===== src/rtl/doublepulse_pkg.sv =====
// doublepulse_pkg: shared FSM state encoding and synchronizer depth for doublepulse_capture
package doublepulse_pkg;

    typedef enum logic [2:0] {
        IDLE,
        WAIT_ON1,
        WAIT_OFF1,
        WAIT_ON2,
        WAIT_OFF2,
        DONE,
        FAULT
    } state_t;

    localparam int SYNC_STAGES = 2;

endpackage


===== src/rtl/edge_detector.sv =====
// edge_detector: gate rise/fall detection, optional 2-flop synchronizer under DOUBLEPULSE_CAPTURE_SYNC_EN
module edge_detector
    import doublepulse_pkg::*;
(
    input  logic clock,
    input  logic gate_signal,
    output logic rise,
    output logic fall
);

    logic sample;
    logic prev;

`ifdef DOUBLEPULSE_CAPTURE_SYNC_EN
    logic [SYNC_STAGES-1:0] sync;

    // shift the asynchronous gate through the synchronizer chain
    always_ff @(posedge clock) sync <= {sync[SYNC_STAGES-2:0], gate_signal};

    assign sample = sync[SYNC_STAGES-1];
`else
    assign sample = gate_signal;
`endif

    // previous sample tracks the gate every cycle, independent of capture state
    always_ff @(posedge clock) prev <= sample;

    assign rise = sample & ~prev;
    assign fall = ~sample & prev;

endmodule


===== src/rtl/doublepulse_capture.sv =====
// doublepulse_capture: timestamps the four edges of a double-pulse gate; DOUBLEPULSE_CAPTURE_SYNC_EN adds a gate synchronizer
module doublepulse_capture
    import doublepulse_pkg::*;
#(
    parameter int          bitwidth      = 32,
    parameter int unsigned timeout_ticks = 1000
) (
    input  logic                clock,
    input  logic                reset,
    input  logic [bitwidth-1:0] counter,
    input  logic                arm,
    input  logic                gate_signal,
    output logic [bitwidth-1:0] tick_number_on1,
    output logic [bitwidth-1:0] tick_number_off1,
    output logic [bitwidth-1:0] tick_number_on2,
    output logic [bitwidth-1:0] tick_number_off2,
    output logic                busy,
    output logic                valid,
    output logic                error
);

    state_t              state;
    logic                rise;
    logic                fall;
    logic                hit;
    logic                timeout;
    logic [bitwidth-1:0] stamp;

    edge_detector u_edge (
        .clock       (clock),
        .gate_signal (gate_signal),
        .rise        (rise),
        .fall        (fall)
    );

`ifdef DOUBLEPULSE_CAPTURE_SYNC_EN
    assign stamp = counter - bitwidth'(SYNC_STAGES);
`else
    assign stamp = counter;
`endif

    assign hit     = (state == WAIT_ON1 || state == WAIT_ON2) ? rise : fall;
    assign timeout = counter >= bitwidth'(timeout_ticks);

    // capture FSM; busy mirrors "state is WAIT_*", so it gates edge/timeout handling
    always_ff @(posedge clock) begin
        if (reset || arm) begin
            state            <= reset ? IDLE : WAIT_ON1;
            tick_number_on1  <= '0;
            tick_number_off1 <= '0;
            tick_number_on2  <= '0;
            tick_number_off2 <= '0;
            busy             <= !reset;
            valid            <= 1'b0;
            error            <= 1'b0;
        end else if (busy) begin
            if (hit) begin
                state <= state_t'(state + 3'd1);
                case (state)
                    WAIT_ON1:  tick_number_on1  <= stamp;
                    WAIT_OFF1: tick_number_off1 <= stamp;
                    WAIT_ON2:  tick_number_on2  <= stamp;
                    default:   tick_number_off2 <= stamp;
                endcase
                busy  <= state != WAIT_OFF2;
                valid <= state == WAIT_OFF2;
            end else if (timeout) begin
                state <= FAULT;
                busy  <= 1'b0;
                error <= 1'b1;
            end
        end
    end

endmodule


===== config.mk =====
export PLATFORM = sky130hd
export DESIGN_NAME = doublepulse_capture
export DESIGN_NICKNAME = d
export VERILOG_FILES = /design/src/rtl/doublepulse_pkg.sv /design/src/rtl/edge_detector.sv /design/src/rtl/doublepulse_capture.sv
export SDC_FILE = /design/constraint.sdc
export NUM_CORES = 1
export LEC_CHECK = 0
export ABC_AREA = 1
export BUFFER_PORTS_ARGS = -buffer_cell sky130_fd_sc_hd__buf_2
export CORE_UTILIZATION = 55
export DETAILED_ROUTE_END_ITERATION = 12
export PLACE_DENSITY = 0.93
export SYNTH_ARGS = -nofsm -noshare
export SYNTH_HDL_FRONTEND = slang
export SYNTH_SLANG_ARGS = --single-unit

===== constraint.sdc =====
create_clock -name clock -period 4.8 [get_ports clock]
set_input_delay 0.48 -clock clock [delete_from_list [all_inputs] [get_ports clock]]
set_output_delay 0.48 -clock clock [all_outputs]
set_load 0.01 [all_outputs]

### Yosys cells after proc, flatten, opt, wreduce, memory -nomap -nowiden

Index checks and enable logic that the tools add are counted.

| storage, ports and cells | value |
|---|---|
| flip-flop bits (word level) | 135 |
| input port bits | 36 |
| output and inout port bits | 131 |
| logic and storage cells | 45 |

| operators by class | value |
|---|---|
| add/subtract/negate cells | 1 |
| order comparisons | 1 |
| eq/ne operators | 5 |
| mux-type cells | 10 |
| bitwise gates (word level) | 6 |
| reduce and logical (&&, ||, !) cells | 13 |

Operators by type and width:

| kind | number |
|---|---|
| 32-bit by 10-bit greater-or-equal comparator with 1-bit output (second input constant) | 1 |
| 3-bit AND reduction | 5 |
| 3-bit two-way mux | 4 |
| 3-bit by 2-bit equality test with 1-bit output (second input constant) | 2 |
| 1-bit two-way mux | 6 |
| 1-bit inverter | 4 |
| 2-bit AND reduction | 2 |
| 3-bit by 1-bit adder with 3-bit output (second input constant) | 1 |
| 3-bit by 1-bit equality test with 1-bit output (second input constant) | 1 |
| 3-bit equality test (second input constant) | 1 |
| 3-bit != test (second input constant) | 1 |
| 3-bit nonzero test | 1 |
| 3-bit OR reduction | 1 |
| 1-bit AND | 2 |
| 1-bit logical OR | 2 |
| 2-bit nonzero test | 1 |
| 1-bit zero test | 1 |

### Logic depth before layout (Yosys ltp)

Gate-level depths: netlist (run 1).

| logic depth | value |
|---|---|
| depth in word-level cells | 6 |
| mapped depth | 13 |
| depth with buffers taken out | 11 |

### Hierarchy

From an unflattened synthesis (run 1), not the netlist that was laid out.

| unflattened totals | value |
|---|---|
| cell total of the unflattened synthesis | 975 |
| area, all modules | 6,183.4 µm² |

By module, submodules not included:

| module | times used | cells an instance | area an instance (µm²) | seq. area each (µm²) |
|---|---|---|---|---|
| doublepulse_capture | 1 | 970 | 6,148.4 | 2,712.6 |
| edge_detector | 1 | 5 | 35.0 | 20.0 |

### Worst setup path after synthesis (run 1)

No wires, ideal clock.

| path | value |
|---|---|
| kind | reg2reg |
| from | register state[0] |
| to | register state[0], enable pin |
| arrival time | 1.594 ns |
| data required time | 4.494 ns |
| path slack | 2.899 ns |
| stages on the path, launching flop included | 10 |
| period minus slack after synthesis | 1.901 ns |
| path through | edfxtp_1 -> ha_1 -> ha_1 -> buf_2 -> inv_1 -> nand3_1 -> nand2_2 -> buf_2 -> nand2_1 -> nand3_1 |

| on the way | value |
|---|---|
| longest elaborated chain between the ends | 5 |
| elaborated cells on any way between the ends | 6 |
| classes of those cells | 2 x eq/ne; 1 x mux; 3 x reduce/logical |

RTL lines:

| element | RTL line | RTL |
|---|---|---|
| start: declaration | doublepulse_capture.sv:22 | `state_t state;` |
| start signal: assignment | doublepulse_capture.sv:48 | `state <= reset ? IDLE : WAIT_ON1;` |
| start signal: assignment | doublepulse_capture.sv:58 | `state <= state_t'(state + 3'd1);` |
| 3-bit by 1-bit equality test with 1-bit output / 3-bit by 2-bit equality test with 1-bit output (equally long branches) | doublepulse_capture.sv:42 | `assign hit = (state == WAIT_ON1 \|\| state == WAIT_ON2) ? rise : fall;` |
| 1-bit logical OR (*) | doublepulse_capture.sv:42 |  |
| 1-bit two-way mux (*) | doublepulse_capture.sv:42 |  |
| 3-bit nonzero test (no line) (*) | n/a |  |
| 2-bit AND reduction (no line) (*) | n/a |  |

Mark *: on every way between the ends. The rest lies on a longest branch, timed or not.
A chain may end at the register's enable or synchronous reset.

### Final worst setup path (run 1)

| path | value |
|---|---|
| from | register state[0] |
| to | register tick_number_off2[3] |

| on the way | value |
|---|---|
| longest elaborated chain between the ends | 4 |
| elaborated cells on any way between the ends | 8 |
| classes of those cells | 3 x eq/ne; 1 x mux; 1 x bitwise; 3 x reduce/logical |

RTL lines:

| element | RTL line | RTL |
|---|---|---|
| 3-bit by 1-bit equality test with 1-bit output, or another cell as far along | doublepulse_capture.sv:42, doublepulse_capture.sv:59 |  |
| 3-bit OR reduction (no line) / 1-bit logical OR (equally long branches) | n/a |  |
| 1-bit inverter (no line) / 1-bit two-way mux (equally long branches) | n/a |  |
| 3-bit AND reduction (no line) (*) | n/a |  |
| end signal: assignment | doublepulse_capture.sv:63 | `default: tick_number_off2 <= stamp;` |
| end: declaration | doublepulse_capture.sv:16 | `output logic [bitwidth-1:0] tick_number_off2,` |

Marked as above.

==> results of run 1 <==
-- worst paths after layout --
| check | to |
|---|---|
| hold / removal | u_edge.prev |
| setup / recovery | tick_number_off2[3] |
| setup reg to reg | tick_number_off2[3] |
| hold reg to reg | tick_number_off1[9] |
-- synth_stat cells, types with 2 or more instances --
cell,count
edfxtp_1,3
o21ai_0,32
buf_4,13
nand2_2,2
nand4_1,96
a21oi_1,98
inv_1,15
nor2_1,85
clkbuf_2,3
o21ai_1,4
clkbuf_1,32
inv_2,3
buf_2,10
or2_2,2
dfxtp_1,132
nand2_1,118
nand3_1,6
ha_1,5
-- power breakdown --
group	switching, W	leakage, nW	internal (W)
logic	0.000154	1.34	0.0000497
clock network	0.000480	0.302	0.000886
registers	0.0000191	1.10	0.00114
-- worst reg2reg max path: cells and delay by family (launching register included) --
kind | cells | cell delay [ps]
buffers and inverters | 2 | 770
flip-flops | 1 | 440
AND/OR/NAND/NOR | 5 | 1460
adder cells (fa/ha/maj) | 2 | 420
-- cell type report --
cell class	instances	area, sq um	area share
Clock buffer	20	457	0.0684
Clock inverter	11	171	0.0257
Inverter	18	67.6	0.0101
Multi-Input combinational cell	451	2180	0.327
Sequential cell	135	2740	0.410
Tap cell	129	161	0.0242
Timing Repair Buffer	175	898	0.135
-- flip-flops by register name, summed over array words and instances (netlist names) --
name              flops
error                 1
tick_number_off2     32
tick_number_off1     32
valid                 1
u_edge.prev           1
tick_number_on1      32
busy                  1
tick_number_on2      32
state                 3
-- stage by stage --
| step | std cells | power, W | hold WS [ps] |
|---|---|---|---|
| 2_1_floorplan | 664 | 0.00131 | 474 |
| 3_3_place_gp | 908 | 0.00138 | 439 |
| 3_5_place_dp | 908 | 0.00138 | 450 |
| 4_1_cts | 939 | 0.00274 | 85.1 |
| 5_1_grt | 939 | 0.00281 | 96.1 |
| 6_report | 939 | 0.00273 | 115 |
-- metal layers --
layer | vias to the layer above | GRT usage | routed length (um)
li1 | 2553 | - | -
met1 | 2490 | 0.378 | 6260
met2 | 258 | 0.511 | 7330
met3 | 30 | 0.0843 | 1220
met4 | 0 | 0.113 | 323
met5 | - | 0 | 0
-- cells by family after synthesis --
kind of cell	after synthesis
adder cells (fa/ha/maj)	5
AO/OA/AOI/OAI	135
buffers and inverters	78
AND/OR/NAND/NOR	311
flip-flops	135
==> key figures, run 1 <==
Final layout
  • Filler instances: 752
  • NumNets Final: approximately 840
  • Most frequent cells in the layout: buf_2 (166), dfxtp_1 (131), nand2_1 (118), a21oi_1 (98), nand4_1 (96)
  • Ratio of cells with drive above 1 in the final layout: 0.265
  • Final Instance Area: around 0.0067 sq mm
  • Util after Layout: 0.722
  • Ant. Diodes: 0
  • Most common cell after layout, fill and taps aside: buf_2
  • Synthesis-to-layout area growth: 26.7%

Clock tree
  • CTS Buf Count: 17
  • Clock Sinks: 135
  • Worst-skew pair later-pin latency: roughly 500 ps
  • # resized after CTS: 0
  • Bufs on Longest Clock Path: 2
  • Post-CTS setup buffers: 0
  • Clock tree root buffer cell: clkbuf_8
  • Max H-tree Level: 4
  • CTS tree: done
  • Clock slew at reported path FFs: about 60 ps
  • Hold Buf Count CTS: 0

Setup path
  • Crit path capture type: flop
  • Worst path required time: approximately 5200 ps
  • Reg2reg start: state[0]
  • Stages on worst setup path: 9
  • Worst path slowest cell: inv_2
  • Critical path, cell by cell: ha_1 > ha_1 > inv_1 > nand3_1 > nand2_4 > nand2_2 > inv_2 > nor2_1 > nor2_1
  • CP max FO: 63
  • Critical path buffer and inverter count: 2
  • Arr. time, crit path: approximately 3600 ps
  • WS Path Type: reg -> reg
  • Flop-to-flop setup slack: approximately 1600 ps
  • Worst reg-to-reg path cell count: 9
  • Worst setup path startpoint: state[0]
  • Worst Setup Start Kind: flop
  • CP delay by family, top: simple AND/OR/NAND/NOR gates
  • CP peak stage delay: 700 ps

Routing
  • Avg WL per Cell: 16.1 um
  • Vias per cell: 5.68
  • DRC: 0
  • Via Count: approximately 5,300
  • Number of DRC markers in iteration 0: around 330
  • DRT Wirelength: 15,100 um
  • ANT nets after route: 0
  • TritonRoute pass-1 iters: 5

Placement
  • Port Buffers: 166
  • Placer Congestion: between 0.8 and 0.9
  • Placement-stage cell area: between 0.006 and 0.007 sq mm
  • HPWL after DPL: 9040 um
  • Post-place setup slack: ~1700 ps

Power and ir drop
  • Leak pwr: between 2 and 3 nW
  • Highest ir drop seen on vdd: between 0.3 and 0.4 mV
  • Power Dens Cells: 409 mW/mm^2

Synthesis
  • Syn nets: a little over 700
  • Most used DFF post-synth: dfxtp_1
  • Share of flip-flops with an asynchronous set or reset: 0
  • Mux contribution to synthesized area: 0
  • Sequential fraction of the synthesis area: 0.519
  • Synth top area cells: dfxtp_1 (50%), nand4_1 (11%), a21oi_1 (9.3%), nand2_1 (8.4%), nor2_1 (6.1%)
  • Mapped cell area: between 0.005 and 0.006 sq mm
  • Syn Inst Count: approximately 660
  • Post-synth top area cell: dfxtp_1
  • Compound-Gate Fraction of Synth Area: 0.129
  • Post-synthesis register bit count: roughly 140
  • Yosys top cell area share: 0.502
  • Synth Area in XOR/XNOR: 0
  • Synth warn: 0
  • Mean post-synth cell area: just under 8 sq um
  • Adder-cell share of the synthesized area: 0.0119
  • Number of synthesized flops with an enable pin: 3
  • Largest family of logic cells by synthesized area: simple AND/OR/NAND/NOR gates
  • Synth cell types: 23
  • Area share of and/or/nand/nor cells after synthesis: 0.271

Floorplan
  • Die ar.: 0.00997 sq mm
  • Core area: ~0.0092 sq mm
  • # IOs: 167
  • Cell Rows: 35
  • Die width: 99.9 um
  • Initial Util: 0.570
  • Die H: about 100 um

Timing
  • Layout Skew: 6.89 ps
  • Post-route minimum period: ~3200 ps
  • Slew @ Worst Pin: approximately 860 ps
  • Unrepaired setup endpoints after global routing: no
  • Setup TNS: 0 ps
  • Slew HR: 0.428
  • Final Hold Vio Count: 0
  • Final setup viols: 0
  • Period utilization: 0.660
  • Final worst slack: 1630 ps
  • Max-slew violations: 0
  • Max frequency: approximately 320 MHz

Worst hold path
  • Hold path cells: 1
  • HP Start: gate_signal
  • Worst hold path type: in -> reg

Outcome
  • Status: completed

Flow run
  • Max-capacitance violation count: 0

Global routing
  • First-pass GRT wire length: 24,100 um
  • GRT Total Usage: 0.306
  • Largest net degree at the start of global routing: 64
  • Initial antenna violation count: 0
  • Remaining Overflow, GRT: 0
  • Vias in the first global route: approximately 5,000
(Power assumes the default switching activity.)
==> run 2: changes to the inputs <==
--- a/config.mk
+++ b/config.mk
@@ -7,9 +7,9 @@
 export LEC_CHECK = 0
 export ABC_AREA = 1
 export BUFFER_PORTS_ARGS = -buffer_cell sky130_fd_sc_hd__buf_2
-export CORE_UTILIZATION = 55
+export CORE_UTILIZATION = 51
 export DETAILED_ROUTE_END_ITERATION = 12
-export PLACE_DENSITY = 0.93
+export PLACE_DENSITY = 0.88
 export SYNTH_ARGS = -nofsm -noshare
 export SYNTH_HDL_FRONTEND = slang
 export SYNTH_SLANG_ARGS = --single-unit
==> constraint.sdc (replaced) <==
create_clock -name clock -period 3 [get_ports clock]
set_input_delay 0.3 -clock clock [delete_from_list [all_inputs] [get_ports clock]]
set_output_delay 0.3 -clock clock [all_outputs]
set_load 0.01 [all_outputs]
==> run 2 against run 1 <==
  * Register-to-register slack lost 930 ps
  * Hold slack lost 14 ps
  * Design area grew 0.23%
  * Clock skew grew 1.4 ps
  * Sequential cell count is the same
  * Non-clock buffer count grew 7
  * Sequential share of layout area shrank 0.092 points
  * Count of clock-buffer cells in the layout is the same
  * Total power grew 53%
  * Routed wire length grew 0.81%
==> key figures, run 2 (same netlist as run 1, synthesis figures left out) <==
Power and ir drop
  • P_int: 0.00313 W
  • Sw power: between 0.001 and 0.0015 W
  • Flop pwr share: 0.442
  • Highest ir drop seen on vdd: ~0.41 mV
  • Comb power frac: 0.082
  • Power Dens Cells: roughly 630 mW/mm^2
  • Switching Share: 0.251
  • Clock group share of total power: 0.476
  • Leak pwr: between 2 and 3 nW

Setup path
  • Critical path, cell by cell: buf_4 > buf_2
  • WS Path Type: reg -> out
  • Arr. time, crit path: roughly 2000 ps
  • Worst path required time: roughly 2700 ps
  • CP peak stage delay: roughly 630 ps
  • Reg2reg start: state[0]
  • CP max FO: just over 60
  • Flop-to-flop setup slack: ~700 ps
  • Reg2reg end: state[1]
  • Worst reg-to-reg path cell count: 9
  • Crit path capture type: output port
  • Worst Setup Start Kind: flop
  • Worst path slowest cell: dfxtp_4

Final layout
  • NumNets Final: ~850
  • Most common cell after layout, fill and taps aside: buf_2
  • Synthesis-to-layout area growth: 27.0%
  • Most frequent cells in the layout: buf_2 (166), dfxtp_1 (131), nand2_1 (118), a21oi_1 (98), nand4_1 (96)
  • Ant. Diodes: 0
  • Ratio of cells with drive above 1 in the final layout: 0.271
  • Filler instances: 851

Clock tree
  • CTS Buf Count: 17
  • Max H-tree Level: 4
  • CTS tree: done
  • Clock slew at reported path FFs: roughly 60 ps
  • Worst-skew pair later-pin latency: roughly 510 ps
  • Bufs on Longest Clock Path: 2
  • Clock Sinks: ~140
  • Clock tree root buffer cell: clkbuf_8
  • # resized after CTS: 0

Floorplan
  • Die H: ~100 um
  • # IOs: 167
  • Initial Util: 0.532
  • Cell Rows: 36
  • Die width: between 100 and 150 um
  • Core area: slightly below 0.01 sq mm
  • Die ar.: 0.0107 sq mm

Global routing
  • Largest net degree at the start of global routing: 63
  • Remaining Overflow, GRT: 0
  • GRT Total Usage: 0.292
  • Initial antenna violation count: 0
  • First-pass GRT wire length: ~25,000 um
  • Vias in the first global route: about 5,100

Flow run
  • Max-capacitance violation count: 0

Timing
  • Layout Skew: between 8 and 9 ps
  • Slew HR: 0.537
  • Slew @ Worst Pin: 693 ps
  • Max frequency: about 440 MHz
  • Hold Slack: 101 ps
  • Final worst slack: between 700 and 800 ps
  • Post-route minimum period: 2300 ps
  • Setup TNS: 0 ps
  • Period utilization: 0.766
  • Final setup viols: 0
  • Final Hold Vio Count: 0
  • Unrepaired setup endpoints after global routing: no
  • Max-slew violations: 0

Placement
  • Post-place setup slack: roughly 740 ps
  • HPWL after DPL: 9660 um
  • Port Buffers: 166
  • Placer Congestion: around 0.8

Routing
  • ANT nets after route: 0
  • Via Count: approximately 5,400
  • TritonRoute pass-1 iters: 5
  • DRC: 0
  • Avg WL per Cell: 16.1 um
  • Vias per cell: ~5.7
  • Number of DRC markers in iteration 0: roughly 400
  • DRT Wirelength: roughly 15,000 um

Worst hold path
  • HP Start: counter[2]
  • Worst hold path type: in -> reg
  • Hold path cells: 3
  • Hold endpoint: tick_number_off1[2]

Outcome
  • Status: completed
## run 2: stage by stage
| stage | cell area (sq um) | total power (W) | std cells | util |
|---|---|---|---|---|
| floorplan | 5270 | 0.00210 | 664 | - |
| global placement | 6110 | 0.00222 | 918 | 0.617 |
| detailed placement | 6110 | 0.00222 | 918 | 0.617 |
| CTS | 6690 | 0.00419 | 950 | 0.675 |
| global route | 6690 | 0.00432 | 950 | 0.675 |
| finish | 6690 | 0.00418 | 950 | 0.675 |
## run 2: power groups by stage
| stage | combinational, W | sequential, W | clock (W) |
|---|---|---|---|
| 2_1_floorplan | 0.000222 | 0.00188 | 0 |
| 3_3_place_gp | 0.000330 | 0.00189 | 0 |
| 3_5_place_dp | 0.000333 | 0.00189 | 0 |
| 4_1_cts | 0.000338 | 0.00185 | 0.00201 |
| 5_1_grt | 0.000376 | 0.00185 | 0.00209 |
| 6_report | 0.000342 | 0.00185 | 0.00199 |
## run 2: critical path: cells and delay by family (launching register included)
kind,cells,cell delay [ps]
buf+inv,2,830
flops,1,630
## run 2: final cells by class
cell class | instances | area, sq um | area share
multi-input cells | 451 | 2180 | 0.326
flip-flops and latches | 135 | 2740 | 0.409
repair buffers | 182 | 966 | 0.144
clock inverters | 11 | 124 | 0.0185
clock buffers | 20 | 445 | 0.0666
inverters | 18 | 68.8 | 0.0103
well taps | 133 | 166 | 0.0249
## run 2: metal layers
metal | up-vias | track usage | part of all wire
li1 | 2561 | - | -
met1 | 2523 | 0.375 | 0.43
met2 | 272 | 0.476 | 0.48
met3 | 33 | 0.0604 | 0.073
met4 | 0 | 0.122 | 0.019
met5 | - | 0 | 0
## run 2: how the worst max path moves through the flow
stage | cells after the start | slack (ps) | startpoint | endpoint
3_5_place_dp | 8 | 740 | state[0] | state[0]
5_1_grt | 9 | 460 | state[0] | state[1]
3_3_place_gp | 8 | 810 | state[0] | state[1]
6_report | 2 | 700 | busy | busy
4_1_cts | 2 | 710 | busy | busy
2_1_floorplan | 9 | 1100 | state[0] | state[0]
## run 2: what timing repair did
item / in CTS / in global routing
endpoints found under the hold margin: 1 / 0
buffers inserted: 0 / 0
hold buffers: 1 / 0
==> run 3: changes to the inputs <==
--- a/config.mk
+++ b/config.mk
@@ -5,11 +5,11 @@
 export SDC_FILE = /design/constraint.sdc
 export NUM_CORES = 1
 export LEC_CHECK = 0
-export ABC_AREA = 1
+export ABC_AREA = 0
 export BUFFER_PORTS_ARGS = -buffer_cell sky130_fd_sc_hd__buf_2
-export CORE_UTILIZATION = 51
+export CORE_UTILIZATION = 50
 export DETAILED_ROUTE_END_ITERATION = 12
-export PLACE_DENSITY = 0.88
+export PLACE_DENSITY = 0.87
 export SYNTH_ARGS = -nofsm -noshare
 export SYNTH_HDL_FRONTEND = slang
 export SYNTH_SLANG_ARGS = --single-unit
==> constraint.sdc (replaced) <==
create_clock -name clock -period 2.2 [get_ports clock]
set_input_delay 0.22 -clock clock [delete_from_list [all_inputs] [get_ports clock]]
set_output_delay 0.22 -clock clock [all_outputs]
set_load 0.01 [all_outputs]
==> run 3 against run 2 <==
  * Sequential share of layout area is 2.6 points lower
  * Combinational power shrank 11%
  * Critical path depth up 4
  * Count of clock-buffer cells in the layout up 2
  * Hold slack worse by 41 ps
  * Non-clock buffer count increased by 36
  * Design area rose by 6.6%
  * Synthesized area decreased by 1.4%
  * Critical path type is now reg -> reg
  * Critical endpoint is now tick_number_off2[27]
  * Largest power group unchanged
  * Highest routed layer unchanged
==> key figures, run 3 <==
Outcome
  • Status: completed

Routing
  • DRT Wirelength: between 15,000 and 20,000 um
  • Via Count: 4,988
  • Wl on met1: 6260 um
  • Vias per cell: between 5 and 6
  • Met2 wire len: roughly 8000 um
  • ANT nets after route: 0
  • Top layer reached by signal wires: met4
  • TritonRoute pass-1 iters: 7
  • WL met3: between 1000 and 1500 um
  • DRC: 0
  • Avg WL per Cell: about 17 um
  • Number of DRC markers in iteration 0: around 390

Clock tree
  • Clock Sinks: ~140
  • Bufs on Longest Clock Path: 2
  • Max H-tree Level: 4
  • CTS Buf Count: 17
  • Clock tree root buffer cell: clkbuf_8
  • CTS tree: done
  • Post-CTS setup buffers: 0
  • Worst-skew pair later-pin latency: 530 ps
  • Clock slew at reported path FFs: about 60 ps

Final layout
  • Final Instance Area: a little over 0.007 sq mm
  • Synthesis-to-layout area growth: 37.3%
  • Most frequent cells in the layout: nand2_1 (228), buf_2 (166), dfxtp_1 (132), a21oi_1 (67), mux2i_1 (62)
  • NumNets Final: 823
  • Fin cells: around 930
  • Ratio of cells with drive above 1 in the final layout: 0.288
  • Most common cell after layout, fill and taps aside: nand2_1
  • Ant. Diodes: 0

Floorplan
  • Initial Util: 0.524
  • Die ar.: roughly 0.011 sq mm
  • Die width: about 100 um
  • # IOs: 167
  • Cell Rows: 36
  • Die H: ~100 um
  • Core area: just under 0.01 sq mm

Power and ir drop
  • Leak pwr: 3.20 nW
  • Highest ir drop seen on vdd: ~0.39 mV
  • Power Total: roughly 0.0057 W
  • Power Dens Cells: roughly 800 mW/mm^2

Synthesis
  • Most used DFF post-synth: dfxtp_1
  • Synth top area cells: dfxtp_1 (51%), nand2_1 (16%), mux2i_1 (12%), a21oi_1 (6.5%), clkbuf_1 (2.0%)
  • Post-synth top area cell: dfxtp_1
  • Syn nets: ~630
  • Syn Inst Count: just under 600
  • Most frequent cell after synthesis: nand2_1
  • Synth warn: 0
  • Mean post-synth cell area: just under 9 sq um
  • Share of flip-flops with an asynchronous set or reset: 0
  • Sequential fraction of the synthesis area: 0.526
  • Number of synthesized flops with an enable pin: 3
  • Yosys top cell area share: 0.509
  • Synth cell types: 37
  • Mapped cell area: between 0.005 and 0.006 sq mm
  • Synth top cells by count: nand2_1 (228), dfxtp_1 (132), a21oi_1 (67)
  • Post-synthesis register bit count: ~140

Flow run
  • Max-capacitance violation count: 0

Setup path
  • Worst path slowest cell: edfxtp_1
  • Crit path capture type: flop
  • Worst Setup Start Kind: flop
  • CP max FO: 15
  • Worst reg-to-reg path cell count: 6
  • Critical path, cell by cell: ha_1 > ha_2 > nor4b_4 > o2111a_2 > buf_12 > mux2i_1
  • Arr. time, crit path: between 2000 and 3000 ps
  • CP peak stage delay: 430 ps
  • Flop-to-flop setup slack: 20 ps
  • WS Path Type: reg -> reg
  • Worst path required time: between 2000 and 3000 ps

Global routing
  • Remaining Overflow, GRT: 0
  • Largest net degree at the start of global routing: 64
  • Vias in the first global route: roughly 5,000
  • GRT Total Usage: 0.296
  • Initial antenna violation count: 0
  • First-pass GRT wire length: ~25,000 um

Placement
  • Placement-stage cell area: between 0.006 and 0.007 sq mm
  • Port Buffers: about 170
  • HPWL after DPL: 10,400 um
  • Placed cells: between 800 and 900
  • Placer Congestion: 0.876

Timing
  • Hold Slack: between 50 and 60 ps
  • Slew HR: 0.612
  • Post-route minimum period: 2180 ps
  • Max frequency: 459 MHz
  • Period utilization: 0.990
  • Max-slew violations: 0
  • Layout Skew: approximately 6.9 ps
  • Final setup viols: 0
  • Final Hold Vio Count: 0
  • Slew @ Worst Pin: 583 ps

Worst hold path
  • Worst hold path type: in -> reg
  • Hold path cells: 3
-- run 3: kinds of logic (layout without fill, tap and decap cells) --
family          count (synthesis)  count (layout)  synth area share
simple gates                  254             254             0.198
flops                         135             135             0.526
compound gates                 82              82            0.0898
mux                            64              64             0.123
buf+inv                        46             255            0.0508
fa+ha+maj                       5               5            0.0120
-- run 3: stage by stage --
stage / TNS [ps] / worst slack (ps) / util
after CTS: 0 / 17.6 / 0.718
after detailed placement: -1.08 / -1.08 / 0.622
after global routing: -14.6 / -5.83 / 0.720
after global placement: 0 / 165 / 0.622
after floorplan: 0 / 72.5 / -
final: 0 / 22.4 / 0.720
-- run 3: path summary, 6_finish.rpt --
kind,endpoint,start
worst min register to register,tick_number_on2[29],tick_number_on2[29]
worst max-delay path,tick_number_off2[27],state[0]
worst max register to register,tick_number_off2[27],state[0]
worst min-delay path,busy,arm
-- run 3: routing by layer --
metal,vias up,global-route usage
li1,2319,-
met1,2369,0.337
met2,254,0.512
met3,46,0.0840
met4,0,0.140
met5,-,0
-- run 3: critical path, delay by kind of cell (launching register included) --
| family | cells | cell delay (ps) |
|---|---|---|
| adder cells (fa/ha/maj) | 2 | 460 |
| flip-flops | 1 | 430 |
| AND/OR/NAND/NOR | 1 | 420 |
| AO/OA/AOI/OAI | 1 | 340 |
| multiplexers | 1 | 250 |
| buffers and inverters | 1 | 200 |
-- run 3: repair_timing --
| action | 4_1_cts | 5_1_grt |
|---|---|---|
| pin swaps | 1 | 2 |
| resized for setup | 1 | 5 |
| endpoints found under the setup margin | 1 | 7 |
| endpoints found under the hold margin | 83 | 0 |
| gates cloned | 0 | 0 |
| hold buffers | 33 | 0 |
-- run 3: layout make-up --
| class | instances | area (sq um) |
|---|---|---|
| Multi-Input combinational cell | 405 | 2220 |
| Inverter | 5 | 18.8 |
| Tap cell | 133 | 166 |
| Timing Repair Buffer | 218 | 1370 |
| Clock buffer | 22 | 484 |
| Clock inverter | 10 | 140 |
| Sequential cell | 135 | 2730 |
| Fill cell | 712 | 2780 |
-- run 3: where the power goes --
group	switching, W	internal, W
combinational	0.000179	0.000125
clock	0.00106	0.00189
sequential	0.0000146	0.00247
total	0.00125	0.00448
